==> config.mk <==
export PLATFORM = sky130hd
export DESIGN_NAME = ps2_host_tx
export DESIGN_NICKNAME = d
export VERILOG_FILES = /design/src/rtl/ps2_host_pkg.sv /design/src/rtl/ps2_tx_fifo.sv /design/src/rtl/ps2_host_tx.sv
export SDC_FILE = /design/constraint.sdc
export NUM_CORES = 1
export LEC_CHECK = 0
export ABC_AREA = 1
export BUFFER_PORTS_ARGS = -buffer_cell sky130_fd_sc_hd__buf_4
export CORE_UTILIZATION = 61
export DETAILED_ROUTE_END_ITERATION = 6
export GPL_TIMING_DRIVEN = 0
export PLACE_DENSITY_LB_ADDON = 0.1
export SYNTH_ARGS = -nofsm -noshare
export SYNTH_HDL_FRONTEND = slang
export SYNTH_SLANG_ARGS = --single-unit
==> constraint.sdc <==
create_clock -name clock -period 3.1 [get_ports clock]
set_clock_uncertainty 0.2 [all_clocks]
set_input_delay 0.155 -clock clock [delete_from_list [all_inputs] [get_ports clock]]
set_output_delay 0.155 -clock clock [all_outputs]
set_load 0.05 [all_outputs]
==> src/rtl/ps2_host_pkg.sv <==
// Shared types and helpers for the PS/2 host transmitter: FSM state encoding,
// frame length and the odd-parity generator.
package ps2_host_pkg;

    typedef enum logic [2:0] {
        IDLE,
        INHIBIT,
        REQUEST,
        SHIFT,
        ACK,
        RELEASE
    } ps2_tx_state_t;

    // Bits the host drives after the start bit: 8 data, parity, stop.
    localparam int PS2_FRAME_BITS = 10;

    function automatic logic odd_parity(input logic [7:0] data);
        return ~(^data);
    endfunction

endpackage

==> src/rtl/ps2_tx_fifo.sv <==
// Byte FIFO feeding the PS/2 transmitter; show-ahead head output, drops pushes
// while full and ignores pops while empty.
module ps2_tx_fifo #(
    parameter int DEPTH = 4
) (
    input  logic                     clock,
    input  logic                     reset,
    input  logic                     i_push,
    input  logic [7:0]               i_push_data,
    input  logic                     i_pop,
    output logic [7:0]               o_head,
    output logic [$clog2(DEPTH):0]   o_level,
    output logic                     o_full,
    output logic                     o_empty
);

    localparam int AW = $clog2(DEPTH);

    logic [7:0]    r_mem [DEPTH];
    logic [AW-1:0] r_wr_ptr;
    logic [AW-1:0] r_rd_ptr;
    logic [AW:0]   r_level;
    logic          w_do_push;
    logic          w_do_pop;

    assign o_full    = (r_level == (AW+1)'(DEPTH));
    assign o_empty   = (r_level == '0);
    assign o_level   = r_level;
    assign o_head    = r_mem[r_rd_ptr];
    assign w_do_push = i_push && !o_full;
    assign w_do_pop  = i_pop && !o_empty;

    // Storage carries no reset; only the pointers and level define validity.
    always_ff @(posedge clock) begin
        if (w_do_push) begin
            r_mem[r_wr_ptr] <= i_push_data;
        end
    end

    always_ff @(posedge clock or posedge reset) begin
        if (reset) begin
            r_wr_ptr <= '0;
            r_rd_ptr <= '0;
            r_level  <= '0;
        end else begin
            if (w_do_push) begin
                r_wr_ptr <= r_wr_ptr + AW'(1);
            end
            if (w_do_pop) begin
                r_rd_ptr <= r_rd_ptr + AW'(1);
            end
            case ({w_do_push, w_do_pop})
                2'b10:   r_level <= r_level + (AW+1)'(1);
                2'b01:   r_level <= r_level - (AW+1)'(1);
                default: r_level <= r_level;
            endcase
        end
    end

endmodule

==> src/rtl/ps2_host_tx.sv <==
// PS/2 host-to-device byte transmitter with TX FIFO, inhibit/request sequencing
// and frame timeout. Define PS2_HOST_TX_ACK_CHECK_EN to turn a NACK into error.
module ps2_host_tx
    import ps2_host_pkg::*;
#(
    parameter int          FIFO_DEPTH    = 4,
    parameter logic [15:0] INHIBIT_TICKS = 16'd240,
    parameter logic [15:0] TIMEOUT_TICKS = 16'd4000
) (
    input  logic                          clock,
    input  logic                          reset,
    input  logic                          peripheral_clock,
    input  logic                          device_clock,
    input  logic                          device_data,
    output logic                          device_clock_out,
    output logic                          device_data_out,
    input  logic                          tx_valid,
    output logic                          tx_ready,
    input  logic [7:0]                    tx_data,
    output logic                          busy,
    output logic [$clog2(FIFO_DEPTH):0]   fifo_level,
    output logic                          done,
    output logic                          error
);

    ps2_tx_state_t             r_state;
    ps2_tx_state_t             w_state_next;
    logic [2:0]                r_pclk_sync;
    logic                      r_dclk_prev;
    logic [15:0]               r_tick_cnt;
    logic [15:0]               r_frame_cnt;
    logic [3:0]                r_bit_cnt;
    logic [3:0]                w_bit_cnt_next;
    logic [PS2_FRAME_BITS-1:0] r_shift;
    logic [PS2_FRAME_BITS-1:0] w_shift_next;
    logic                      r_clk_out;
    logic                      w_clk_out_next;
    logic                      r_data_out;
    logic                      w_data_out_next;
    logic                      r_done;
    logic                      w_done_next;
    logic                      r_error;
    logic                      w_error_next;
`ifdef PS2_HOST_TX_ACK_CHECK_EN
    logic                      r_ack;
    logic                      w_ack_next;
`endif
    logic                      w_tick;
    logic                      w_dclk_fall;
    logic                      w_timeout;
    logic                      w_frame_active;
    logic                      w_pop;
    logic                      w_fifo_full;
    logic                      w_fifo_empty;
    logic [7:0]                w_head;

    ps2_tx_fifo #(
        .DEPTH (FIFO_DEPTH)
    ) u_fifo (
        .clock       (clock),
        .reset       (reset),
        .i_push      (tx_valid),
        .i_push_data (tx_data),
        .i_pop       (w_pop),
        .o_head      (w_head),
        .o_level     (fifo_level),
        .o_full      (w_fifo_full),
        .o_empty     (w_fifo_empty)
    );

    assign tx_ready         = !w_fifo_full;
    assign busy             = (r_state != IDLE) || !w_fifo_empty;
    assign done             = r_done;
    assign error            = r_error;
    assign device_clock_out = r_clk_out;
    assign device_data_out  = r_data_out;

    assign w_tick         = r_pclk_sync[1] & ~r_pclk_sync[2];
    assign w_dclk_fall    = r_dclk_prev & ~device_clock;
    assign w_frame_active = (r_state == REQUEST) || (r_state == SHIFT) ||
                            (r_state == ACK) || (r_state == RELEASE);
    assign w_timeout      = (r_state != IDLE) && (r_frame_cnt >= TIMEOUT_TICKS);

    // Peripheral tick: 2-FF synchronizer plus one stage for rising-edge detect.
    always_ff @(posedge clock or posedge reset) begin
        if (reset) begin
            r_pclk_sync <= '0;
            r_dclk_prev <= 1'b1;
        end else begin
            r_pclk_sync <= {r_pclk_sync[1:0], peripheral_clock};
            r_dclk_prev <= device_clock;
        end
    end

    always_ff @(posedge clock or posedge reset) begin
        if (reset) begin
            r_state    <= IDLE;
            r_tick_cnt <= '0;
            r_frame_cnt <= '0;
            r_bit_cnt  <= '0;
            r_shift    <= '1;
            r_clk_out  <= 1'b1;
            r_data_out <= 1'b1;
            r_done     <= 1'b0;
            r_error    <= 1'b0;
`ifdef PS2_HOST_TX_ACK_CHECK_EN
            r_ack      <= 1'b0;
`endif
        end else begin
            r_state    <= w_state_next;
            r_bit_cnt  <= w_bit_cnt_next;
            r_shift    <= w_shift_next;
            r_clk_out  <= w_clk_out_next;
            r_data_out <= w_data_out_next;
            r_done     <= w_done_next;
            r_error    <= w_error_next;
`ifdef PS2_HOST_TX_ACK_CHECK_EN
            r_ack      <= w_ack_next;
`endif
            if (w_state_next != r_state) begin
                r_tick_cnt <= '0;
            end else if (w_tick && (r_state != IDLE)) begin
                r_tick_cnt <= r_tick_cnt + 16'd1;
            end
            if (w_state_next == IDLE) begin
                r_frame_cnt <= '0;
            end else if (w_tick && w_frame_active) begin
                r_frame_cnt <= r_frame_cnt + 16'd1;
            end
        end
    end

    always_comb begin
        w_state_next    = r_state;
        w_pop           = 1'b0;
        w_bit_cnt_next  = r_bit_cnt;
        w_shift_next    = r_shift;
        w_clk_out_next  = r_clk_out;
        w_data_out_next = r_data_out;
        w_done_next     = 1'b0;
        w_error_next    = 1'b0;
`ifdef PS2_HOST_TX_ACK_CHECK_EN
        w_ack_next      = r_ack;
`endif
        if (w_timeout) begin
            // Abandon the frame; the popped byte is not retried.
            w_state_next    = IDLE;
            w_clk_out_next  = 1'b1;
            w_data_out_next = 1'b1;
            w_error_next    = 1'b1;
        end else begin
            case (r_state)
                IDLE: begin
                    w_clk_out_next  = 1'b1;
                    w_data_out_next = 1'b1;
                    // Hold off one cycle while a completion pulse is visible.
                    if (!w_fifo_empty && !r_done && !r_error) begin
                        w_pop           = 1'b1;
                        w_shift_next    = {1'b1, odd_parity(w_head), w_head};
                        w_bit_cnt_next  = '0;
                        w_state_next    = INHIBIT;
                        w_clk_out_next  = 1'b0;
                        w_data_out_next = 1'b1;
                    end
                end
                INHIBIT: begin
                    if (w_tick && (({1'b0, r_tick_cnt} + 17'd1) >= {1'b0, INHIBIT_TICKS})) begin
                        w_state_next    = REQUEST;
                        w_clk_out_next  = 1'b0;
                        w_data_out_next = 1'b0;
                    end
                end
                REQUEST: begin
                    if (w_tick) begin
                        w_state_next   = SHIFT;
                        w_clk_out_next = 1'b1;
                    end
                end
                SHIFT: begin
                    if (w_dclk_fall) begin
                        w_data_out_next = r_shift[0];
                        w_shift_next    = {1'b1, r_shift[PS2_FRAME_BITS-1:1]};
                        w_bit_cnt_next  = r_bit_cnt + 4'd1;
                        if (r_bit_cnt == 4'(PS2_FRAME_BITS - 1)) begin
                            w_state_next    = ACK;
                            w_data_out_next = 1'b1;
                        end
                    end
                end
                ACK: begin
                    w_data_out_next = 1'b1;
                    if (w_dclk_fall) begin
`ifdef PS2_HOST_TX_ACK_CHECK_EN
                        w_ack_next   = device_data;
`endif
                        w_state_next = RELEASE;
                    end
                end
                RELEASE: begin
                    if (device_clock && device_data) begin
`ifdef PS2_HOST_TX_ACK_CHECK_EN
                        w_done_next  = !r_ack;
                        w_error_next = r_ack;
`else
                        w_done_next  = 1'b1;
`endif
                        w_state_next = IDLE;
                    end
                end
                default: begin
                    w_state_next    = IDLE;
                    w_clk_out_next  = 1'b1;
                    w_data_out_next = 1'b1;
                end
            endcase
        end
    end

endmodule

==> results of run 1 <==
power by group:
part	total [µW]	switching (µW)	internal, µW
sequential	1870	200	1670
clock	872	444	429
combinational	2310	1490	811
total	5040	2140	2910
area by class of cell:
| class | count | share of cell area, % |
|---|---|---|
| plain buffers | 11 | 1.10 |
| clock buffers | 11 | 2.75 |
| clock inverters | 5 | 1.10 |
| inverters | 62 | 4.19 |
| multi-input cells | 380 | 37.1 |
| flip-flops and latches | 95 | 45.9 |
| well taps | 102 | 2.30 |
| repair buffers | 35 | 5.49 |
state kept, by name, indices dropped and copies added (netlist names):
| register | count |
|---|---|
| r_tick_cnt | 16 |
| u_fifo.r_mem | 32 |
| u_fifo.o_level | 3 |
| error | 1 |
| r_frame_cnt | 16 |
| device_data_out | 1 |
| u_fifo.r_rd_ptr | 2 |
| r_state | 3 |
| done | 1 |
| r_pclk_sync | 3 |
| r_bit_cnt | 4 |
| r_dclk_prev | 1 |
| u_fifo.r_wr_ptr | 2 |
| device_clock_out | 1 |
| r_shift | 9 |
cell usage in the layout, fill, tap and decap left out, types with 2 or more instances in the layout:
cell type	instances
nand2_1	135
nor2_1	66
inv_1	58
dfrtp_1	51
nand3_1	37
edfxtp_1	32
o21ai_0	31
buf_4	22
xor2_1	17
nor2_4	15
dfstp_2	12
dlygate4sd3_1	12
ha_1	11
clkbuf_8	9
xnor2_1	8
nor3_1	8
a21oi_1	7
nand4_1	7
clkbuf_1	7
nand2_2	6
a31oi_1	5
nor2_2	3
inv_2	3
buf_2	3
o22a_1	3
nor3b_1	2
o311ai_0	2
nor4_1	2
buf_12	2
inv_6	2
worst reg2reg max path, delay by kind of cell (launching register included):
family | cells | cell delay (ns)
DFF | 1 | 0.46
adders and majority gates | 1 | 0.23
and+or+nand+nor | 16 | 1.40
buffers and inverters | 2 | 0.27
worst max path at each step:
stage / startpoint / to / slack (ns) / depth (start not counted)
detailed placement: r_tick_cnt[0] / r_tick_cnt[8] / 0.43 / 19
global placement: reset / r_frame_cnt[2] / 0.40 / 2
CTS: r_tick_cnt[0] / r_tick_cnt[8] / 0.41 / 19
finish: r_tick_cnt[0] / r_tick_cnt[8] / 0.43 / 19
global route: r_tick_cnt[0] / r_tick_cnt[8] / 0.19 / 19
floorplan: u_fifo.o_level[2] / u_fifo.o_level[2] / 0.23 / 8
cells by family (layout without fill, tap and decap cells):
| logic type | count (synthesis) | after routing | synth area share, % |
|---|---|---|---|
| XOR/XNOR | 26 | 26 | 4.79 |
| adder cells (fa/ha/maj) | 12 | 12 | 3.21 |
| flip-flops | 95 | 95 | 52.0 |
| buffers and inverters | 73 | 124 | 5.99 |
| multiplexers | 1 | 1 | 0.204 |
| AO/OA/AOI/OAI | 55 | 55 | 6.45 |
| AND/OR/NAND/NOR | 286 | 286 | 27.4 |
per-layer routing:
metal	part of all wire, %	vias up	track usage (%)
met1	45	1707	31.1
met5	0	-	0
met2	51	66	42.5
met3	2.8	12	3.32
met4	1.4	0	8.07
li1	-	1857	-
stage by stage:
step / power [µW] / setup WS, ns
CTS: 5080 / 0.412
floorplan: 3680 / 0.225
global route: 5410 / 0.189
detailed placement: 4190 / 0.433
global placement: 4120 / 0.400
finish: 5040 / 0.431
==> impl_metrics.py, run 1 <==
metrics = {
    "yosys": {
        "synth_area_per_cell_um2": 8.96,
        "synth_top_cells_by_count": "nand2_1 (135), nor2_1 (66), inv_1 (59)",
        "synth_area_leader_cell": "dfrtp_1",
        "synth_nets": 574,
        "synthCells": 548,
        "yosysSeqAreaShare_pct": 52.0,
        "syn_area_um2": 4910,
        "yosysWarnings": 0,
        "yosysUniqueCellTypes": 43,
        "async_reset_ff_share_pct": 66.3,
        "synthTopCellsByArea": "dfrtp_1 (26%), edfxtp_1 (20%), nand2_1 (10%)",
        "ys_ff_latch": 95,
        "synth_ff_type": "dfrtp_1",
        "synth-edff-count": 32,
        "yosysMostFrequentCell": "nand2_1",
        "synth_top_area_share_pct": 26.0,
    },
    "worst_setup_path": {
        "crit_type": "reg2reg",
        "critPathBufInv": 2,
        "start_kind": "flop",
        "reg2reg_slack_ns": 0.43,
        "worstPathRequired_ns": 3.15,
        "cp_max_fo": 10,
        "crit_slowest_cell": "dfrtp_1",
        "reg2reg_to": "r_tick_cnt[8]",
        "crit_chain": "ha_1 -> inv_1 -> nor2_4 -> nand3_1 -> nand2_1 -> nand2_2 -> nor2_2 -> nand2_1 -> nor2_2 -> nand2_1 -> nand2_1 -> nand2_2 -> nand2_2 -> nand2_2 -> nand2_1 -> nand2_2 -> nand3_4 -> buf_12 -> nor2_4",
        "end_kind": "flop",
        "cp_top_family": "simple AND/OR/NAND/NOR gates",
        "cp_slowest_stage_delay_ns": 0.46,
        "ff2ff_path_depth": 19,
        "r2r_start": "r_tick_cnt[0]",
        "arrival_ns": 2.72,
    },
    "routing": {
        "avgViaCountPerCell": 5.20,
        "drtIter0Drc": 254,
        "avgRoutedWirePerCell_um": 13.2,
        "vias": 3642,
        "wl_mm": 9.28,
        "ant_nets": 0,
        "drc": 0,
        "dr.pass1.iters": 5,
    },
    "power_and_ir_drop": {
        "ir_drop_mv": 0.558,
        "leakage_uw": 0.00242,
        "power_density_nw_per_um2": 908,
    },
    "timing": {
        "hold_violations": 0,
        "fin_crit_sh_pct": 86.1,
        "relSlewSlack_pct": 48.6,
        "period_needed_ns": 2.67,
        "maxSlewViolCount": 0,
        "grt_setup_unrepaired": "no",
        "worst_slew_pin_slew_ns": 0.771,
        "fin_setup_tns_ns": 0,
        "clock.fmax_ghz": 0.375,
        "hold_ws_ns": 0.0735,
        "setup_viol": 0,
    },
    "floorplan": {
        "start_util_pct": 63.2,
        "pin_count": 23,
        "die_w_um": 91.7,
        "num_rows": 32,
        "die_area_um2": 8410,
        "die_h_um": 91.7,
        "fp.coreArea_um2": 7770,
    },
    "finish": {
        "fin_nets": 620,
        "area.sequential_um2": 2550,
        "drive_gt1_share_pct": 14.5,
        "area_growth_pct": 13.2,
        "antenna_cells": 0,
        "fin_cells": 701,
        "multi_input_area_um2": 2060,
        "fillCellCount": 620,
        "fin_area_um2": 5560,
        "post-route-util_pct": 71.5,
    },
    "clocking": {
        "htreeDepth": 3,
        "cts_tree": "built",
        "ctsResizeCount": 0,
        "clock-sinks": 95,
        "clk_latency_ns": 0.37,
        "cts_made_buffers": 9,
        "postCtsHoldBufs": 12,
        "post-cts-setup-buffer-count": 0,
        "cts_root_buffer": "clkbuf_8",
        "clk_pin_slew_worst_paths_ns": 0.10,
        "cts_max_path_buffers": 2,
    },
    "global_routing": {
        "grt_pass1_wl_mm": 16.0,
        "grt_pass1_vias": 3509,
        "antenna_found_initial": 0,
        "grt_max_degree": 36,
        "gr-total-overflow": 0,
        "grt.total_usage_pct": 24.3,
    },
    "run_status": {
        "status": "finished clean",
    },
    "flow_run": {
        "maxCapViolCount": 0,
    },
    "worst_hold_path": {
        "min_delay_path_depth": 4,
        "min_to": "u_fifo.r_wr_ptr[1]",
        "hp-start": "tx_valid",
        "hp-class": "in2reg",
    },
    "place": {
        "placed_cells": 673,
        "portBuffers": 22,
        "dp_hpwl_mm": 6.75,
        "dpl-instance-area_um2": 5220,
        "gp_congestion": 0.868,
    },
}
No activity file was read; power rests on OpenSTA's default activity.
==> run 2: changes to the inputs <==
Settings changed: ABC_AREA 1 to unset, SLEW_MARGIN set to 30.
==> impl_metrics.py, run 2 <==
metrics = {
    "timing": {
        "hold_violations": 0,
        "fin_crit_sh_pct": 95.0,
        "fin_setup_tns_ns": 0,
        "period_needed_ns": 2.94,
        "maxSlewViolCount": 0,
        "worst_slew_pin_slew_ns": 0.861,
        "setup_viol": 0,
        "relSlewSlack_pct": 42.1,
        "clock.fmax_ghz": 0.340,
        "grt_setup_unrepaired": "no",
    },
    "floorplan": {
        "die_area_um2": 8240,
        "fp.coreArea_um2": 7690,
        "start_util_pct": 62.5,
        "die_w_um": 90.8,
        "pin_count": 23,
        "die_h_um": 90.8,
        "num_rows": 32,
    },
    "routing": {
        "avgRoutedWirePerCell_um": 16.2,
        "dr.pass1.iters": 4,
        "wl_mm": 9.48,
        "drc": 0,
        "vias": 3424,
        "avgViaCountPerCell": 5.84,
        "drtIter0Drc": 261,
        "ant_nets": 0,
    },
    "yosys": {
        "synth_ff_type": "dfrtp_1",
        "ys_ff_latch": 95,
        "synth_top_area_share_pct": 26.6,
        "synth-edff-count": 32,
        "yosysSeqAreaShare_pct": 53.1,
        "async_reset_ff_share_pct": 66.3,
        "synth_nets": 458,
        "yosysUniqueCellTypes": 55,
        "yosysMostFrequentCell": "dfrtp_1",
        "synthCells": 432,
        "syn_area_um2": 4810,
        "yosysWarnings": 0,
        "synthTopCellsByArea": "dfrtp_1 (27%), edfxtp_1 (20%), dfstp_2 (6.6%)",
        "synth_area_per_cell_um2": 11.1,
        "synth_top_cells_by_count": "dfrtp_1 (51), nor2_1 (47), nand2_1 (40)",
        "synth_area_leader_cell": "dfrtp_1",
    },
    "worst_setup_path": {
        "reg2reg_to": "u_fifo.o_level[2]",
        "cp_slowest_stage_delay_ns": 0.60,
        "r2r_start": "r_state[2]",
        "crit_type": "reg2reg",
        "ff2ff_path_depth": 8,
        "reg2reg_slack_ns": 0.16,
        "start_kind": "flop",
        "worstPathRequired_ns": 3.20,
        "cp_max_fo": 9,
        "crit_slowest_cell": "nor4_4",
        "crit_path_frequent_cell": "xor2_1",
        "crit_chain": "or3_4 -> nor4_4 -> ha_1 -> inv_1 -> fa_1 -> xor2_1 -> nor2_1 -> xor2_1",
        "arrival_ns": 3.04,
        "end_kind": "flop",
    },
    "clocking": {
        "clock-sinks": 95,
        "clk_latency_ns": 0.38,
        "htreeDepth": 3,
        "post-cts-setup-buffer-count": 0,
        "cts_made_buffers": 9,
        "cts_tree": "built",
        "cts_max_path_buffers": 2,
        "cts_root_buffer": "clkbuf_8",
        "clk_pin_slew_worst_paths_ns": 0.10,
    },
    "finish": {
        "layout_common_cells": "dfrtp_1 (51), nor2_1 (47), nand2_1 (40), edfxtp_1 (32), xnor2_1 (25)",
        "fillCellCount": 579,
        "largest_register_ffs": 32,
        "area.sequential_um2": 2550,
        "antenna_cells": 0,
        "multi_input_area_um2": 2120,
        "largestRegisters": "u_fifo.r_mem x32, r_frame_cnt x16, r_tick_cnt x16",
        "drive_gt1_share_pct": 16.3,
        "layout_commonest_cell": "dfrtp_1",
        "fin_area_um2": 5460,
        "regMostFlops": "u_fifo.r_mem",
        "area_growth_pct": 13.7,
        "fin_nets": 505,
    },
    "global_routing": {
        "antenna_found_initial": 0,
        "grt_pass1_wl_mm": 16.5,
        "grt_max_degree": 40,
        "grt_pass1_vias": 3504,
        "grt.total_usage_pct": 25.7,
        "gr-total-overflow": 0,
    },
    "power_and_ir_drop": {
        "ir_drop_mv": 0.593,
        "power.total_uw": 3910,
        "power_density_nw_per_um2": 716,
        "leakage_uw": 0.00231,
    },
    "worst_hold_path": {
        "hp-class": "in2async",
    },
    "place": {
        "gp_congestion": 0.876,
        "dpl-instance-area_um2": 5120,
        "portBuffers": 22,
        "dp_hpwl_mm": 6.60,
    },
    "run_status": {
        "status": "finished clean",
    },
    "flow_run": {
        "maxCapViolCount": 0,
    },
}
[run 2: cell types whose count changed after synthesis, moves of 8 or more]
cell	previous run	this run
a21oi_1	7	18
a31oi_1	5	19
inv_1	59	13
mux4_2	0	8
nand2_1	135	40
nand2b_1	0	8
nand3_1	37	11
nor2_1	66	47
nor2_4	15	0
o21ai_0	31	10
xnor2_1	8	25
[run 2: worst max path at each step]
stage                      start           endpoint  slack [ns]  cells past startpoint
2_1_floorplan  u_fifo.o_level[2]  u_fifo.o_level[2]        0.25                      8
3_3_place_gp          r_state[2]  u_fifo.o_level[2]        0.17                      8
3_5_place_dp          r_state[2]  u_fifo.o_level[2]        0.14                      8
4_1_cts               r_state[2]  u_fifo.o_level[2]        0.12                      8
5_1_grt               r_state[2]  u_fifo.o_level[2]        0.02                      8
6_report              r_state[2]  u_fifo.o_level[2]        0.16                      8
[run 2: worst max-delay path, delay by kind of cell, from the launching register on]
family | cells | cell delay, ns
fa+ha+maj | 2 | 0.68
simple gates | 3 | 1.16
flops | 1 | 0.46
buf+inv | 1 | 0.07
xor+xnor | 2 | 0.30
[run 2: through the flow]
| step | std cells | hold slack (ns) | util [%] | setup slack [ns] |
|---|---|---|---|---|
| after floorplan | 432 | -0.0405 | - | 0.249 |
| after global placement | 556 | 0.0643 | 66.3 | 0.167 |
| after detailed placement | 557 | -0.0379 | 66.6 | 0.136 |
| after CTS | 586 | 0.112 | 71.0 | 0.117 |
| after global routing | 586 | 0.138 | 71.1 | 0.0244 |
| final | 586 | 0.127 | 71.1 | 0.156 |
[run 2: repair_timing]
item / CTS / global route
resized for setup: 0 / 1
endpoints found under the hold margin: 91 / 0
hold buffers: 13 / 0
setup endpoints to repair: 0 / 2
[run 2: cells by family after synthesis]
group | count (synthesis) | synth area share (%)
adder cells (fa/ha/maj) | 12 | 3.28
AND/OR/NAND/NOR | 160 | 16.9
flip-flops | 95 | 53.1
buffers and inverters | 31 | 2.89
XOR/XNOR | 44 | 8.02
AO/OA/AOI/OAI | 71 | 9.63
multiplexers | 19 | 6.12
[run 2: metal layers]
layer / wire [µm] / vias to the layer above / global-route usage [%]
met5: 0 / - / 0
met4: 167 / 0 / 8.60
met3: 273 / 14 / 5.47
met2: 5000 / 50 / 45.0
met1: 4040 / 1716 / 31.5
li1: - / 1644 / -
[run 2: layout make-up]
type,count,area share (%)
Timing Repair Buffer,36,5.77
Clock buffer,9,2.27
Inverter,13,0.939
Sequential cell,95,46.7
Buffer,18,1.65
Multi-Input combinational cell,306,38.8
Clock inverter,7,1.53
Tap cell,102,2.34
[run 2: where the power goes]
group | switching (µW) | leakage (µW) | internal [µW]
sequential | 159 | 0.00110 | 1600
combinational | 758 | 0.00111 | 566
clock | 498 | 0.000105 | 326
total | 1410 | 0.00231 | 2490
